<file path="config.mk">
export PLATFORM = sky130hd
export DESIGN_NAME = vaga_scan_mux_flat
export DESIGN_NICKNAME = d
export VERILOG_FILES = /design/src/rtl/vaga_scan_mux_if.sv /design/src/rtl/vaga_scan_mux.sv /design/src/flat_wrapper.sv
export SDC_FILE = /design/constraint.sdc
export NUM_CORES = 1
export LEC_CHECK = 0
export CAP_MARGIN = 20
export CORE_ASPECT_RATIO = 1.5
export CORE_MARGIN = 2
export CORE_UTILIZATION = 30
export CTS_CLUSTER_SIZE = 28
export DETAILED_ROUTE_END_ITERATION = 12
export GPL_TIMING_DRIVEN = 0
export MAX_ROUTING_LAYER = met4
export PLACE_DENSITY = 0.6
export SLEW_MARGIN = 20
export SYNTH_ARGS = -nofsm -noshare
export SYNTH_HDL_FRONTEND = slang
export SYNTH_SLANG_ARGS = --single-unit
export TNS_END_PERCENT = 30
</file>
<file path="constraint.sdc">
create_clock -name clk -period 6 [get_ports clk]
set_input_delay 0.9 -clock clk [delete_from_list [all_inputs] [get_ports clk]]
set_output_delay 0.9 -clock clk [all_outputs]
set_load 0.01 [all_outputs]
</file>
<file path="src/rtl/vaga_scan_mux_if.sv">
// Handshake/bus bundle for the vaga_scan_mux parking-sensor scanner.
// The master drives the controls and sensors; the slave (scanner) drives the results.
interface vaga_scan_mux_if #(
  parameter int N_CH = 8
);
  localparam int SEL_W = $clog2(N_CH);
  localparam int LIV_W = $clog2(N_CH + 1);

  logic             en;
  logic             hold;
  logic             modo;
  logic [SEL_W-1:0] sel_ext;
  logic [N_CH-1:0]  L;
  logic             W;
  logic [SEL_W-1:0] cont;
  logic             valid;
  logic             sweep_done;
  logic [LIV_W-1:0] livres;

  modport master (
    output en, hold, modo, sel_ext, L,
    input  W, cont, valid, sweep_done, livres
  );

  modport slave (
    input  en, hold, modo, sel_ext, L,
    output W, cont, valid, sweep_done, livres
  );
endinterface

</file>
<file path="src/rtl/vaga_scan_mux.sv">
// N-channel parking sensor scanner: auto sweep with dwell + free count, or manual mux.
// Optional macro SYNC2_EN inserts a 2-flop synchronizer on the sensor inputs.
module vaga_scan_mux #(
  parameter int N_CH  = 8,
  parameter int DWELL = 4
) (
  input logic            clk,
  input logic            rst,
  vaga_scan_mux_if.slave bus
);
  localparam int SEL_W = $clog2(N_CH);
  localparam int LIV_W = $clog2(N_CH + 1);
  localparam int DC_W  = (DWELL > 1) ? $clog2(DWELL) : 1;

  localparam logic [1:0] S_IDLE    = 2'd0;
  localparam logic [1:0] S_DWELL   = 2'd1;
  localparam logic [1:0] S_AMOSTRA = 2'd2;
  localparam logic [1:0] S_MANUAL  = 2'd3;

  localparam logic [SEL_W-1:0] LAST_CH = SEL_W'(N_CH - 1);
  localparam logic [DC_W-1:0]  DC_LAST = DC_W'(DWELL - 1);
  localparam logic [LIV_W-1:0] N_CH_L  = LIV_W'(N_CH);

  logic [N_CH-1:0] l_s;

`ifdef SYNC2_EN
  logic [N_CH-1:0] l_m1_q;
  logic [N_CH-1:0] l_m2_q;

  // two-flop synchronizer in front of every sensor use
  always_ff @(posedge clk or posedge rst) begin
    if (rst) begin
      l_m1_q <= '0;
      l_m2_q <= '0;
    end else begin
      l_m1_q <= bus.L;
      l_m2_q <= l_m1_q;
    end
  end

  assign l_s = l_m2_q;
`else
  assign l_s = bus.L;
`endif

  logic [1:0]       state_q, state_d;
  logic [DC_W-1:0]  dcnt_q, dcnt_d;
  logic [SEL_W-1:0] cont_q, cont_d;
  logic [N_CH-1:0]  acc_q, acc_d;
  logic             w_q, w_d;
  logic             valid_q, valid_d;
  logic             done_q, done_d;
  logic [LIV_W-1:0] livres_q, livres_d;

  logic [N_CH-1:0]  acc_new;
  logic             cur_bit;
  logic             man_bit;
  logic [LIV_W-1:0] ones;
  logic [LIV_W-1:0] free_cnt;

  // sample the current channel, fold it into the sweep and count free spaces
  always_comb begin
    acc_new = acc_q;
    cur_bit = 1'b0;
    man_bit = 1'b0;
    for (int i = 0; i < N_CH; i++) begin
      if (cont_q == SEL_W'(i)) begin
        acc_new[i] = l_s[i];
        cur_bit    = l_s[i];
      end
      if (bus.sel_ext == SEL_W'(i)) begin
        man_bit = l_s[i];
      end
    end
    ones = '0;
    for (int i = 0; i < N_CH; i++) begin
      ones = ones + LIV_W'(acc_new[i]);
    end
    free_cnt = N_CH_L - ones;
  end

  // next state: modo beats en, en beats hold
  always_comb begin
    state_d  = state_q;
    dcnt_d   = dcnt_q;
    cont_d   = cont_q;
    acc_d    = acc_q;
    w_d      = w_q;
    valid_d  = 1'b0;
    done_d   = 1'b0;
    livres_d = livres_q;
    if (bus.modo) begin
      state_d = S_MANUAL;
      dcnt_d  = '0;
      acc_d   = '0;
      cont_d  = bus.sel_ext;
      w_d     = man_bit;
    end else if (state_q == S_MANUAL) begin
      state_d = S_IDLE;
      dcnt_d  = '0;
      cont_d  = '0;
    end else if (!bus.en) begin
      state_d = S_IDLE;
      dcnt_d  = '0;
      cont_d  = '0;
      acc_d   = '0;
    end else if (!bus.hold) begin
      unique case (1'b1)
        (state_q == S_IDLE): begin
          state_d = S_DWELL;
          dcnt_d  = '0;
          cont_d  = '0;
        end
        (state_q == S_DWELL): begin
          if (dcnt_q == DC_LAST) begin
            state_d = S_AMOSTRA;
          end else begin
            dcnt_d = dcnt_q + 1'b1;
          end
        end
        (state_q == S_AMOSTRA): begin
          state_d = S_DWELL;
          dcnt_d  = '0;
          w_d     = cur_bit;
          valid_d = 1'b1;
          if (cont_q == LAST_CH) begin
            livres_d = free_cnt;
            done_d   = 1'b1;
            cont_d   = '0;
            acc_d    = '0;
          end else begin
            acc_d  = acc_new;
            cont_d = cont_q + 1'b1;
          end
        end
        default: begin
          state_d = S_IDLE;
        end
      endcase
    end
  end

  // state and output registers
  always_ff @(posedge clk or posedge rst) begin
    if (rst) begin
      state_q  <= S_IDLE;
      dcnt_q   <= '0;
      cont_q   <= '0;
      acc_q    <= '0;
      w_q      <= 1'b0;
      valid_q  <= 1'b0;
      done_q   <= 1'b0;
      livres_q <= '0;
    end else begin
      state_q  <= state_d;
      dcnt_q   <= dcnt_d;
      cont_q   <= cont_d;
      acc_q    <= acc_d;
      w_q      <= w_d;
      valid_q  <= valid_d;
      done_q   <= done_d;
      livres_q <= livres_d;
    end
  end

  assign bus.W          = w_q;
  assign bus.cont       = cont_q;
  assign bus.valid      = valid_q;
  assign bus.sweep_done = done_q;
  assign bus.livres     = livres_q;
endmodule

</file>
<file path="src/flat_wrapper.sv">
// flat-port wrapper written by rule: the top's interface ports become plain ports
module vaga_scan_mux_flat 
#(
  parameter int N_CH  = 8,
  parameter int DWELL = 4
)
  (clk, rst, bus_en, bus_hold, bus_modo, bus_sel_ext, bus_L, bus_W, bus_cont, bus_valid, bus_sweep_done, bus_livres);
  vaga_scan_mux_if #(.N_CH(N_CH)) bus_i ();
  input logic clk;
  input logic rst;
  input wire logic [$bits(bus_i.en)-1:0] bus_en;
  input wire logic [$bits(bus_i.hold)-1:0] bus_hold;
  input wire logic [$bits(bus_i.modo)-1:0] bus_modo;
  input wire logic [$bits(bus_i.sel_ext)-1:0] bus_sel_ext;
  input wire logic [$bits(bus_i.L)-1:0] bus_L;
  output wire logic [$bits(bus_i.W)-1:0] bus_W;
  output wire logic [$bits(bus_i.cont)-1:0] bus_cont;
  output wire logic [$bits(bus_i.valid)-1:0] bus_valid;
  output wire logic [$bits(bus_i.sweep_done)-1:0] bus_sweep_done;
  output wire logic [$bits(bus_i.livres)-1:0] bus_livres;
  assign bus_i.en = bus_en;
  assign bus_i.hold = bus_hold;
  assign bus_i.modo = bus_modo;
  assign bus_i.sel_ext = bus_sel_ext;
  assign bus_i.L = bus_L;
  assign bus_W = bus_i.W;
  assign bus_cont = bus_i.cont;
  assign bus_valid = bus_i.valid;
  assign bus_sweep_done = bus_i.sweep_done;
  assign bus_livres = bus_i.livres;
  vaga_scan_mux #(.N_CH(N_CH), .DWELL(DWELL)) u_core (.clk(clk), .rst(rst), .bus(bus_i));
endmodule
</file>
* Word-level counts from Yosys, hierarchy flattened
Cells that the tools add are included.
Cells by class: add/sub/neg operators 10, equality and inequality tests 27, mux-type cells 64, bitwise logic cells 3, reduce and logical (&&, ||, !) cells 12
Operators with widths (count):
- 2-to-1 mux 8 bit | 6
- 2-to-1 mux 1 bit | 40
- adder 4 x 1 -> 4 bit | 6
- == test 3 bit, second input constant | 8
- 2-to-1 mux 2 bit | 10
- 2-to-1 mux 3 bit | 5
- == test 3 x 2 -> 1 bit, second input constant | 4
- inequality test 5 x 4 -> 1 bit, second input constant | 2
- one-hot mux 2 bit (2 select lines) | 2
- == test 2 bit, second input constant | 3
- == test 3 x 1 -> 1 bit, second input constant | 2
- zero test 3 bit | 2
- one-hot mux 3 bit (2 select lines) | 1
- AND reduction 3 bit | 2
- AND reduction 6 bit | 1
- inequality test 5 x 1 -> 1 bit, second input constant | 1
- inequality test 5 x 2 -> 1 bit, second input constant | 1
- inequality test 4 x 2 -> 1 bit, second input constant | 1
- AND reduction 2 bit | 2
- AND reduction 4 bit | 1
- nonzero test 2 bit | 2
- subtractor 4 bit, first input constant | 1
- adder 3 x 1 -> 3 bit, second input constant | 1
- inequality test 3 x 1 -> 1 bit, second input constant | 1
- 9 further kinds | 11
Word-level totals: flip-flop bits (word level) 22, bits of input ports 16, output and inout bits 10, word-level logic and storage cells 124

* Logic depth before layout (Yosys ltp)
Gate-level depths: netlist of run 1.
depth after elaboration 14, gate-level depth with buffers 15, gate-level depth less buffers 14

* Worst setup path before layout of run 1
Ideal clock, no wire load.
path kind register to register, start point register u_core.cont_q[0], in the netlist u_core.bus.cont[0], end point register u_core.livres_q[3], in the netlist u_core.bus.livres[3], arrival 3.255 ns, slack 2.620 ns, stages on the path, launching flop included 15, path buffers 0, cells stage by stage dfrtp_1 inv_1 ha_1 nor2b_1 mux2_2 ha_1 inv_1 ha_1 inv_1 fa_1 inv_1 fa_1 ha_1 xor2_1 mux2_2
On the way: cells in the longest elaborated chain, start to end 10, elaborated cells on any way between the ends 25
RTL lines:
- from (decl) | line vaga_scan_mux.sv:48 | logic [SEL_W-1:0] cont_q, cont_d;
- from (signal assigned) | line vaga_scan_mux.sv:157 | cont_q <= cont_d;
- == test 3 x 1 -> 1 bit or zero test 3 bit (tied branches) | line vaga_scan_mux.sv:67 | if (cont_q == SEL_W'(i)) begin
- 2-to-1 mux 1 bit | line vaga_scan_mux.sv:67
- adder 1 x 1 -> 2 bit | line vaga_scan_mux.sv:77 | ones = ones + LIV_W'(acc_new[i]);
- adder 4 x 1 -> 4 bit (6 in a row) | line vaga_scan_mux.sv:77
- subtractor 4 bit | line vaga_scan_mux.sv:79 | free_cnt = N_CH_L - ones;
- to (signal assigned) | line vaga_scan_mux.sv:162 | livres_q <= livres_d;
- to (decl) | line vaga_scan_mux.sv:53 | logic [LIV_W-1:0] livres_q, livres_d;
Parallel ways exist; a longest one is shown, timed or not. A chain may end at the register's enable or synchronous reset.

* Final worst setup path of run 1
start point input port bus_L[4], end point register u_core.livres_q[3], in the netlist u_core.bus.livres[3]
On the way: cells in the longest elaborated chain, start to end 6
RTL lines:
- from (decl) | line flat_wrapper.sv:15 | input wire logic [$bits(bus_i.L)-1:0] bus_L;
- 2-to-1 mux 1 bit | line vaga_scan_mux.sv:67
- adder 4 x 1 -> 4 bit (4 in a row) | line vaga_scan_mux.sv:77
- subtractor 4 bit | line vaga_scan_mux.sv:79
No other way between the ends.

==> impl_results.md, run 1 <==
- Number of hold violations in the final report: 0
- Status: complete, no violations
- Share of synthesized registers carrying an async set or reset: 1.00
- Final antenna-violating net count: 0
- Relative max-transition margin: 0.413
- TritonRoute pass-1 iters: 4
- Fraction of the cycle the final worst path needs: 0.627
- Via count of the first global-routing pass: 1192
- Non-filler cells in the finished layout: 247
- Setup fix buffers added after clock tree synthesis: 0
- Register-to-register setup slack: 2460 ps
- Clock Path Buffers: 2
- Number of warnings printed during yosys synthesis: 0
- Synth Net Count: 186
- Worst reg2reg startpoint: u_core.bus.cont[0]
- Power consumption: 0.354 mW
- Setup repair after global routing missed its margin: false
- Number of setup violations in the final report: 0
- Final RePlAce weighted congestion: 0.757
- Placed Cells incl. Taps: 244
- Core box area: 0.00508 sq mm
- Peak fanout along the critical path: 3
- Worst reg2reg path endpoint: u_core.bus.livres[3]
- Combined area of all synthesized cells: 0.00156 sq mm
- Arrival time of data at the critical path endpoint: 3900 ps
- Achievable clock frequency: 266 MHz
- Vertical extent of the die: 92.2 um
- Drc violations: 0
- Detailed-route wire length: 3.23 mm
- Cell count after synthesis: 152
- Fillers: 550
- Leakage power: 0.912 nW
- Sinks on the clock net: 22
- Number of buffers created by CTS: 3
- Violation count after the first detailed-route iteration: 57
- Number of register bits inferred by synthesis: 22
- Minimum clock period after layout: 3760 ps
- Diodes inserted: 0
- Global-route wire length before repair: between 5 and 6 mm
- Synthesized area per cell: 10.2 sq um
- Element type at the critical path start: input pin
- # hold bufs at CTS: 0
- Number of buffer cells added on primary ports: 24
- Net count of the finished layout: around 220
- Area of the die: between 0.005 and 0.006 sq mm
- Layout overhead on the synthesized area: 23.6%
- Row count: 32
- Critical Setup Path Class: in -> reg
- Maximum number of pins on one net before global-route repair: 23
- Destination of the critical timing path: u_core.bus.livres[3]
- Post-DP Area: roughly 0.0019 sq mm
- TritonCTS clock tree: yes
- Distinct cell type count after synthesis: 33
- Kind of capture point of the worst setup path: flip-flop
- Global-route usage over all layers: 0.126
- Via density per instance: 4.74
- Clock H-tree levels: 1
- Actual transition at the worst max-transition pin: 880 ps
- Number of maximum-capacitance violations: 0
- Worst clock skew: 7.74 ps
- Die Wd: roughly 63 um
- Total negative setup slack: 0 ps
- Sum of net half-perimeters after detailed placement: 2.59 mm
- Cell chosen for the clock root: clkbuf_8
- VDD IR-drop max: 59.7 uV
- Count of vias placed by the detailed router: between 1000 and 1500
- Count of cells resized by post-cts repair: 0
- Average wire per standard cell: 13.1 um
- Number of enable flip-flop cells after synthesis: 0
- Total grt overflow: 0
- Startpoint of the worst setup timing path: bus_L[4]
- Starting Density: 0.306
- Sequential element share of the synthesized area: 0.354
- Data required time at the worst endpoint: 6140 ps
- Final std cell area, no fill: 0.00192 sq mm
- Clock-pin slew of the registers on the worst-case setup and hold paths: 70 ps
- Later-pin clock latency in the skew report: 260 ps
- Layout cells sized above 1: 0.112
- Worst r2r path cells: 14
- Slew Viols, Final: 0
- Prevailing post-synth register cell: dfrtp_1
- I/O Pins: 26
- Pwr/cell area: roughly 180 mW/mm^2
- Class of the tightest hold or removal check: reg -> reg
- Initial antenna violation count: 0
==> registers in the layout, indices dropped and copies added (netlist names) <==
signal / flops
u_core.bus.livres: 4
u_core.bus.sweep_done: 1
u_core.bus.cont: 3
u_core.dcnt_q: 2
u_core.acc_q: 8
u_core.state_q: 2
u_core.bus.W: 1
u_core.bus.valid: 1
==> metal layers <==
layer | vias to the layer above | wire length [um] | global-route usage
met5 | - | 0 | -
met1 | 575 | 1290 | 0.134
met4 | 0 | 35 | 0.0500
li1 | 577 | - | -
met3 | 2 | 95 | 0.0172
met2 | 18 | 1810 | 0.233
==> layout by cell type, fill, tap and decap left out, drive strengths merged <==
cell type and count:
nand2b 6, a2111oi 2, and3b 2, a31oi 1
xor2 1, ha 15, dfrtp 22, mux4 2
a32o 1, fa 3, inv 18, o311a 1
mux2i 11, a21oi 6, nand3b 2, clkdlybuf4s50 24
nand3 1, buf 2, o21a 1, nor2 9
a22o 1, nor3b 2, a21o 2, a32oi 2
and2b 1, mux2 10, nor2b 8, or2b 1
and4bb 1, clkbuf 4, nand2 12, o21ai 5
==> Yosys cell counts, drive strengths merged (2+ instances only) <==
cell type | n | area (sq um)
buf | 2 | 10.0
dfrtp | 22 | 551
mux4 | 2 | 45.0
ha | 15 | 188
nor2b | 8 | 52.6
inv | 18 | 67.6
nor3b | 2 | 15.0
nor2 | 9 | 33.8
and3b | 2 | 17.5
nand2b | 6 | 37.5
nand3b | 2 | 15.0
mux2 | 10 | 113
a32oi | 2 | 17.5
a21o | 2 | 15.0
a2111oi | 2 | 17.5
mux2i | 11 | 110
nand2 | 12 | 45.0
a21oi | 6 | 33.8
fa | 3 | 60.1
o21ai | 5 | 25.0
==> kinds of logic after synthesis <==
family	share of synthesized area
XOR/XNOR	0.00563
adder cells (fa/ha/maj)	0.159
buffers and inverters	0.0522
AO/OA/AOI/OAI	0.0973
multiplexers	0.172
AND/OR/NAND/NOR	0.160
flip-flops	0.354
==> metrics by stage <==
stage,utilization,worst slack (ps),hold WS (ps)
after floorplan,-,2620,457
after global placement,0.370,1970,474
after detailed placement,0.370,1940,486
after CTS,0.378,2220,503
after global routing,0.378,2140,519
final,0.378,2240,500
==> worst min path at each step <==
stage / startpoint / endpoint / slack, ps / cells after the start
finish: u_core.acc_q[7] / u_core.acc_q[7] / 500 / 1
detailed placement: u_core.acc_q[7] / u_core.acc_q[7] / 490 / 1
floorplan: u_core.acc_q[7] / u_core.acc_q[7] / 460 / 1
CTS: u_core.acc_q[7] / u_core.acc_q[7] / 500 / 1
global route: u_core.dcnt_q[0] / u_core.dcnt_q[0] / 520 / 1
global placement: u_core.acc_q[7] / u_core.acc_q[7] / 470 / 1
==> critical path, cell delays in order <==
cell	delay, ps
clkdlybuf4s50_1	520
mux2i_1	130
fa_1	570
ha_1	150
inv_1	50
fa_1	500
inv_1	60
fa_1	410
ha_1	200
xor2_1	160
mux2_2	250
==> area by class of cell <==
cell class | count | area, sq um | share of cell area
multi-input combinational | 109 | 925 | 0.481
buffer | 3 | 13.8 | 0.00716
inverter | 18 | 67.6 | 0.0351
sequential | 22 | 551 | 0.286
timing repair buffer | 24 | 240 | 0.125
clock buffer | 3 | 41.3 | 0.0215
tap | 68 | 85.1 | 0.0442
==> power by group <==
group          total (mW)  leakage, nW  switching, mW  internal, mW
Sequential          0.161        0.294        0.00581         0.155
Clock              0.0899       0.0216         0.0451        0.0447
Combinational       0.103        0.596         0.0510        0.0523
Note: power is estimated with default switching activity, not from simulation.
==> run 2: changes to the inputs <==
--- a/config.mk
+++ b/config.mk
@@ -13,7 +13,7 @@
 export DETAILED_ROUTE_END_ITERATION = 12
 export GPL_TIMING_DRIVEN = 0
 export MAX_ROUTING_LAYER = met4
-export PLACE_DENSITY = 0.6
+export PLACE_DENSITY = 0.62
 export SLEW_MARGIN = 20
 export SYNTH_ARGS = -nofsm -noshare
 export SYNTH_HDL_FRONTEND = slang
==> constraint.sdc (replaced) <==
create_clock -name clk -period 3.2 [get_ports clk]
set_input_delay 0.48 -clock clk [delete_from_list [all_inputs] [get_ports clk]]
set_output_delay 0.48 -clock clk [all_outputs]
set_load 0.01 [all_outputs]
==> run 2 against run 1 <==
  * The flow now finishes with violations (setup timing)
  * Wire length increased by 8.6%
  * Via count unchanged
  * Combinational power increased by 120%
  * Total power increased by 130%
  * Final area increased by 9.2%
  * Clock power increased to 3.0 times the previous value
  * Critical path type is now reg -> reg
  * Sequential power increased by 89%
==> impl_results.md, run 2 (synthesis results as in run 1) <==
- Peak fanout along the critical path: 7
- Element type at the critical path start: flip-flop
- Row count: 32
- Status: finished with violations
- # hold bufs at CTS: 0
- Part of the total power dissipated in the clock network: 0.335
- Fillers: 522
- Minimum clock period after layout: 3280 ps
- Reg with most FFs: u_core.acc_q
- Worst r2r path cells: 12
- Global-route usage over all layers: 0.137
- Layout overhead on the synthesized area: 34.9%
- Count of vias placed by the detailed router: 1172
- Flop pwr share: 0.379
- Power consumption: between 0.8 and 0.9 mW
- Commonest non-fill, non-tap cell in the layout: clkdlybuf4s50_1
- Internal power component: 0.580 mW
- Pwr/cell area: 382 mW/mm^2
- Combinational fraction of design power: 0.287
- Violation count after the first detailed-route iteration: 40
- Kind of capture point of the worst setup path: flip-flop
- Global-route wire length before repair: around 6.1 mm
- Total grt overflow: 0
- Via density per instance: about 4.7
- Clock Path Buffers: 2
- Number of buffers created by CTS: 3
- Worst slack at placement: -252 ps
- Final antenna-violating net count: 0
- VDD IR-drop max: roughly 140 uV
- Drc violations: 0
- Data required time at the worst endpoint: about 3400 ps
- Arrival time of data at the critical path endpoint: 3440 ps
- Number of maximum-capacitance violations: 0
- Count of cells along the worst hold path: 1
- Post-route setup slack: -76.3 ps
- Die Wd: ~63 um
- Sinks on the clock net: 22
- Critical Setup Path Class: reg -> reg
- Number of buffer cells added on primary ports: 24
- Post-DP Area: between 0.0015 and 0.002 sq mm
- Achievable clock frequency: 305 MHz
- Detailed-route wire length: 3.51 mm
- Area of the die: 0.00579 sq mm
- Class of the tightest hold or removal check: reg -> reg
- Flip-flop count of the largest register after layout: 8
- Clock H-tree levels: 1
- Setup repair after global routing missed its margin: true
- Starting Density: 0.306
- Later-pin clock latency in the skew report: 270 ps
- Leading cell types in the layout, fill and taps excluded: clkdlybuf4s50_1 (24), dfrtp_1 (20), inv_1 (15)
- Layout cells sized above 1: 0.223
- Final RePlAce weighted congestion: 0.808
- Violated checks: setup timing
- Fraction of the cycle the final worst path needs: 1.02
- Vertical extent of the die: approximately 92 um
- I/O Pins: 26
- Slew Viols, Final: 0
- Average wire per standard cell: 13.9 um
- Switching Power: 0.223 mW
- Sw Ratio: 0.277
- Actual transition at the worst max-transition pin: 904 ps
- Initial antenna violation count: 0
- Hold Worst Slack: about 490 ps
- TritonRoute pass-1 iters: 4
- Diodes inserted: 0
- Cell chosen for the clock root: clkbuf_8
- Net count of the finished layout: 219
- Clock-pin slew of the registers on the worst-case setup and hold paths: 90 ps
- Core box area: 0.00508 sq mm
- Worst clock skew: 3.91 ps
- Via count of the first global-routing pass: 1298
- Relative max-transition margin: 0.397
- Sum of net half-perimeters after detailed placement: 2.75 mm
- Leakage power: 0.943 nW
- Final std cell area, no fill: 0.00210 sq mm
- Number of setup violations in the final report: 2
- Number of hold violations in the final report: 0
- TritonCTS clock tree: yes
- Maximum number of pins on one net before global-route repair: 23
run 2: cell count changes in the layout (fill, tap and decap cells not counted), moves of 3 or more:
cell    before  now
ha_1        15    9
ha_4         0    5
buf_4        0    3
inv_1       18   15
mux2_2      10    7
mux2_4       0    3
run 2: power groups by stage:
| stage | clock (mW) | sequential, mW | combinational (mW) |
|---|---|---|---|
| 2_1_floorplan | 0 | 0.312 | 0.138 |
| 3_3_place_gp | 0 | 0.310 | 0.218 |
| 3_5_place_dp | 0 | 0.310 | 0.220 |
| 4_1_cts | 0.274 | 0.305 | 0.229 |
| 5_1_grt | 0.283 | 0.306 | 0.262 |
| 6_report | 0.269 | 0.304 | 0.230 |
run 2: metrics by stage:
step | TNS [ps] | util | instances
global route | -406 | 0.413 | 252
CTS | -111 | 0.409 | 250
detailed placement | -503 | 0.390 | 244
finish | -101 | 0.413 | 252
floorplan | -4.85 | - | 152
global placement | -479 | 0.390 | 244
run 2: area by class of cell:
cell class                      count  area [sq um]  area share
Clock buffer                        3          41.3      0.0197
Tap cell                           68          85.1      0.0405
Sequential cell                    22           553       0.263
Timing Repair Buffer               28           283       0.135
Buffer                              3          16.3     0.00775
Inverter                           18          70.1      0.0334
Clock inverter                      1          30.0      0.0143
Multi-Input combinational cell    109          1020       0.486
run 2: path summary, 6_finish.rpt:
path	from	endpoint	slack, ps
min reg2reg	u_core.acc_q[7]	u_core.acc_q[7]	490
max	u_core.bus.cont[1]	u_core.bus.livres[3]	-80
max reg2reg	u_core.bus.cont[1]	u_core.bus.livres[3]	-80
min in group asynchronous	rst	u_core.dcnt_q[1]	700
min	u_core.acc_q[7]	u_core.acc_q[7]	490
max in group asynchronous	rst	u_core.bus.cont[1]	1880
run 2: critical path: stages, from the launching register on:
cell     delay (ps)
dfrtp_2         460
inv_2           110
ha_4            170
or2b_1          250
mux2_4          340
ha_4            170
ha_4            230
fa_1            510
inv_2            40
fa_2            320
ha_2            190
xor2_1          130
mux2_4          260
run 2: timing repair:
action | in CTS | in global routing
pin swaps | 2 | 1
setup endpoints to repair | 2 | 3
gates resized for setup | 1 | 1
buffers inserted | 2 | 2
run 2: metal layers:
metal  GRT usage  wire (um)  share of wire  vias up
met5           -          0              0        -
met4      0.0389         49          0.014        0
met3      0.0147         69          0.020        5
met2       0.258       1940           0.55       18
met1       0.149       1450           0.41      563
li1            -          -              -      586
==> run 3: changes to the inputs <==
--- a/config.mk
+++ b/config.mk
@@ -8,13 +8,13 @@
 export CAP_MARGIN = 20
 export CORE_ASPECT_RATIO = 1.5
 export CORE_MARGIN = 2
-export CORE_UTILIZATION = 30
+export CORE_UTILIZATION = 48
 export CTS_CLUSTER_SIZE = 28
 export DETAILED_ROUTE_END_ITERATION = 12
 export GPL_TIMING_DRIVEN = 0
 export MAX_ROUTING_LAYER = met4
-export PLACE_DENSITY = 0.62
-export SLEW_MARGIN = 20
+export PLACE_DENSITY = 0.86
+export SLEW_MARGIN = 40
 export SYNTH_ARGS = -nofsm -noshare
 export SYNTH_HDL_FRONTEND = slang
 export SYNTH_SLANG_ARGS = --single-unit
==> run 3 against run 2 <==
  * The run still ends with setup timing left
  * Highest routed layer unchanged
  * First-iteration DRC count rose by 30%
  * Final area fell by 2.1%
  * Total power rose by 0.17%
  * Critical path depth did not move
==> impl_results.md, run 3 (synthesis results as in run 1) <==
- Number of hold violations in the final report: 0
- Worst slack at placement: -283 ps
- Clock Path Buffers: 2
- Element type at the critical path start: flip-flop
- Drc violations: 0
- Sinks on the clock net: 22
- Hold Worst Slack: around 500 ps
- Critical-path cell list: inv_4 -> ha_4 -> or2b_1 -> mux2_4 -> ha_4 -> ha_4 -> fa_1 -> inv_2 -> fa_2 -> ha_2 -> xor2_1 -> mux2_4
- TritonRoute pass-1 iters: 4
- Diodes inserted: 0
- Slew Viols, Final: 0
- Violated checks: setup timing
- Part of the total power dissipated in the clock network: 0.333
- Delay of the slowest critical-path stage: 520 ps
- Count of vias placed by the detailed router: around 1200
- Crit path buffers/inverters: 2
- Kind of capture point of the worst setup path: flip-flop
- Starting Density: 0.498
- Leakage power: 0.942 nW
- Layout overhead on the synthesized area: 32.0%
- VDD IR-drop max: 333 uV
- Class of the tightest hold or removal check: reg -> reg
- Data required time at the worst endpoint: ~3400 ps
- Clock-pin slew of the registers on the worst-case setup and hold paths: 90 ps
- Arrival time of data at the critical path endpoint: 3470 ps
- Vertical extent of the die: 73.7 um
- Final RePlAce weighted congestion: about 0.86
- Area of the die: 0.00372 sq mm
- Most used cell, CP: ha_4
- Worst clock skew: 2.78 ps
- Actual transition at the worst max-transition pin: 610 ps
- Flip-flop count of the largest register after layout: 8
- Minimum clock period after layout: 3310 ps
- Violation count after the first detailed-route iteration: 52
- Number of maximum-capacitance violations: 0
- Fraction of the cycle the final worst path needs: 1.03
- Power consumption: between 0.8 and 0.9 mW
- Peak fanout along the critical path: 7
- Global-route usage over all layers: 0.230
- Layout cells sized above 1: 0.230
- Global-route wire length before repair: around 6.2 mm
- Final antenna-violating net count: 0
- Total grt overflow: 0
- Post-route setup slack: -110 ps
- Commonest non-fill, non-tap cell in the layout: clkdlybuf4s50_1
- Via density per instance: 5.49
- Internal power component: between 0.5 and 0.6 mW
- Flop pwr share: 0.379
- Initial antenna violation count: 0
- Later-pin clock latency in the skew report: around 270 ps
- Setup repair after global routing missed its margin: true
- Cell chosen for the clock root: clkbuf_8
- Reg with most FFs: u_core.acc_q
- Maximum number of pins on one net before global-route repair: 23
- Relative max-transition margin: 0.589
- Post-DP Area: 0.00195 sq mm
- Number of setup violations in the final report: 2
- I/O Pins: 26
- Pwr/cell area: 391 mW/mm^2
- Number of buffers created by CTS: 3
- Switching Power: 0.227 mW
- Critical Setup Path Class: reg -> reg
- Fillers: 241
- Final std cell area, no fill: 0.00205 sq mm
- Leading cell types in the layout, fill and taps excluded: clkdlybuf4s50_1 (24), dfrtp_1 (20), inv_1 (14)
- Average wire per standard cell: 17.1 um
- Core box area: 0.00313 sq mm
- TritonCTS clock tree: yes
- Net count of the finished layout: 218
- Die Wd: 50.5 um
- Sum of net half-perimeters after detailed placement: roughly 2.7 mm
- Achievable clock frequency: 302 MHz
- Number of buffer cells added on primary ports: 24
- Status: finished with violations
- Total negative setup slack: -144 ps
- Via count of the first global-routing pass: 1342
- Slowest cell on crit path: fa_1
- Combinational fraction of design power: 0.288
- Detailed-route wire length: between 3 and 4 mm
- Sw Ratio: 0.282
- Family of cells with the greatest summed delay on the critical path: adder cells
- Row count: 25
- Clock H-tree levels: 1
[run 3: power groups by stage]
stage | logic [mW] | clock network, mW | registers (mW)
6_report | 0.232 | 0.268 | 0.305
3_3_place_gp | 0.211 | 0 | 0.309
5_1_grt | 0.259 | 0.281 | 0.307
2_1_floorplan | 0.138 | 0 | 0.312
4_1_cts | 0.230 | 0.269 | 0.305
3_5_place_dp | 0.222 | 0 | 0.311
[run 3: worst paths after layout]
check | from | end | slack [ps] | depth (start not counted)
worst min register to register | u_core.dcnt_q[0] | u_core.dcnt_q[0] | 500 | 1
worst min-delay path | u_core.dcnt_q[0] | u_core.dcnt_q[0] | 500 | 1
max in group asynchronous | rst | u_core.bus.cont[0] | 2320 | 2
min in group asynchronous | rst | u_core.bus.livres[1] | 540 | 2
worst max-delay path | u_core.bus.cont[1] | u_core.bus.livres[3] | -110 | 12
worst max register to register | u_core.bus.cont[1] | u_core.bus.livres[3] | -110 | 12
[run 3: stage by stage]
stage / util / instances
4_1_cts: 0.654 / 222
2_1_floorplan: - / 152
5_1_grt: 0.657 / 223
3_5_place_dp: 0.623 / 216
3_3_place_gp: 0.623 / 216
6_report: 0.657 / 223
[run 3: metal layers]
layer | global-route usage | share of wire | routed length, um | up-vias
li1 | - | - | - | 582
met4 | 0.0871 | 0.014 | 54 | 0
met3 | 0.0264 | 0.034 | 131 | 5
met2 | 0.409 | 0.56 | 2130 | 38
met1 | 0.264 | 0.39 | 1500 | 600
met5 | - | 0 | 0 | -
[run 3: repair_timing]
item,4_1_cts,5_1_grt
pin swaps,1,0
endpoints found under the setup margin,2,3
hold buffers,0,0
buffers inserted,2,1
cloned,0,0
resized for setup,4,1
[run 3: cell type report]
class | instances | area, sq um | share of cell area
Tap cell | 40 | 50.0 | 0.0244
Inverter | 18 | 72.6 | 0.0353
Sequential cell | 22 | 553 | 0.269
Clock inverter | 1 | 30.0 | 0.0146
Multi-Input combinational cell | 109 | 1030 | 0.501
Buffer | 3 | 16.3 | 0.00792
Timing Repair Buffer | 27 | 263 | 0.128
Clock buffer | 3 | 41.3 | 0.0201
[run 3: worst register-to-register path, stage by stage (launching register included)]
cell     delay, ps
dfrtp_2        470
inv_4           90
ha_4           170
or2b_1         250
mux2_4         320
ha_4           180
ha_4           230
fa_1           520
inv_2           50
fa_2           330
ha_2           190
xor2_1         140
mux2_4         270
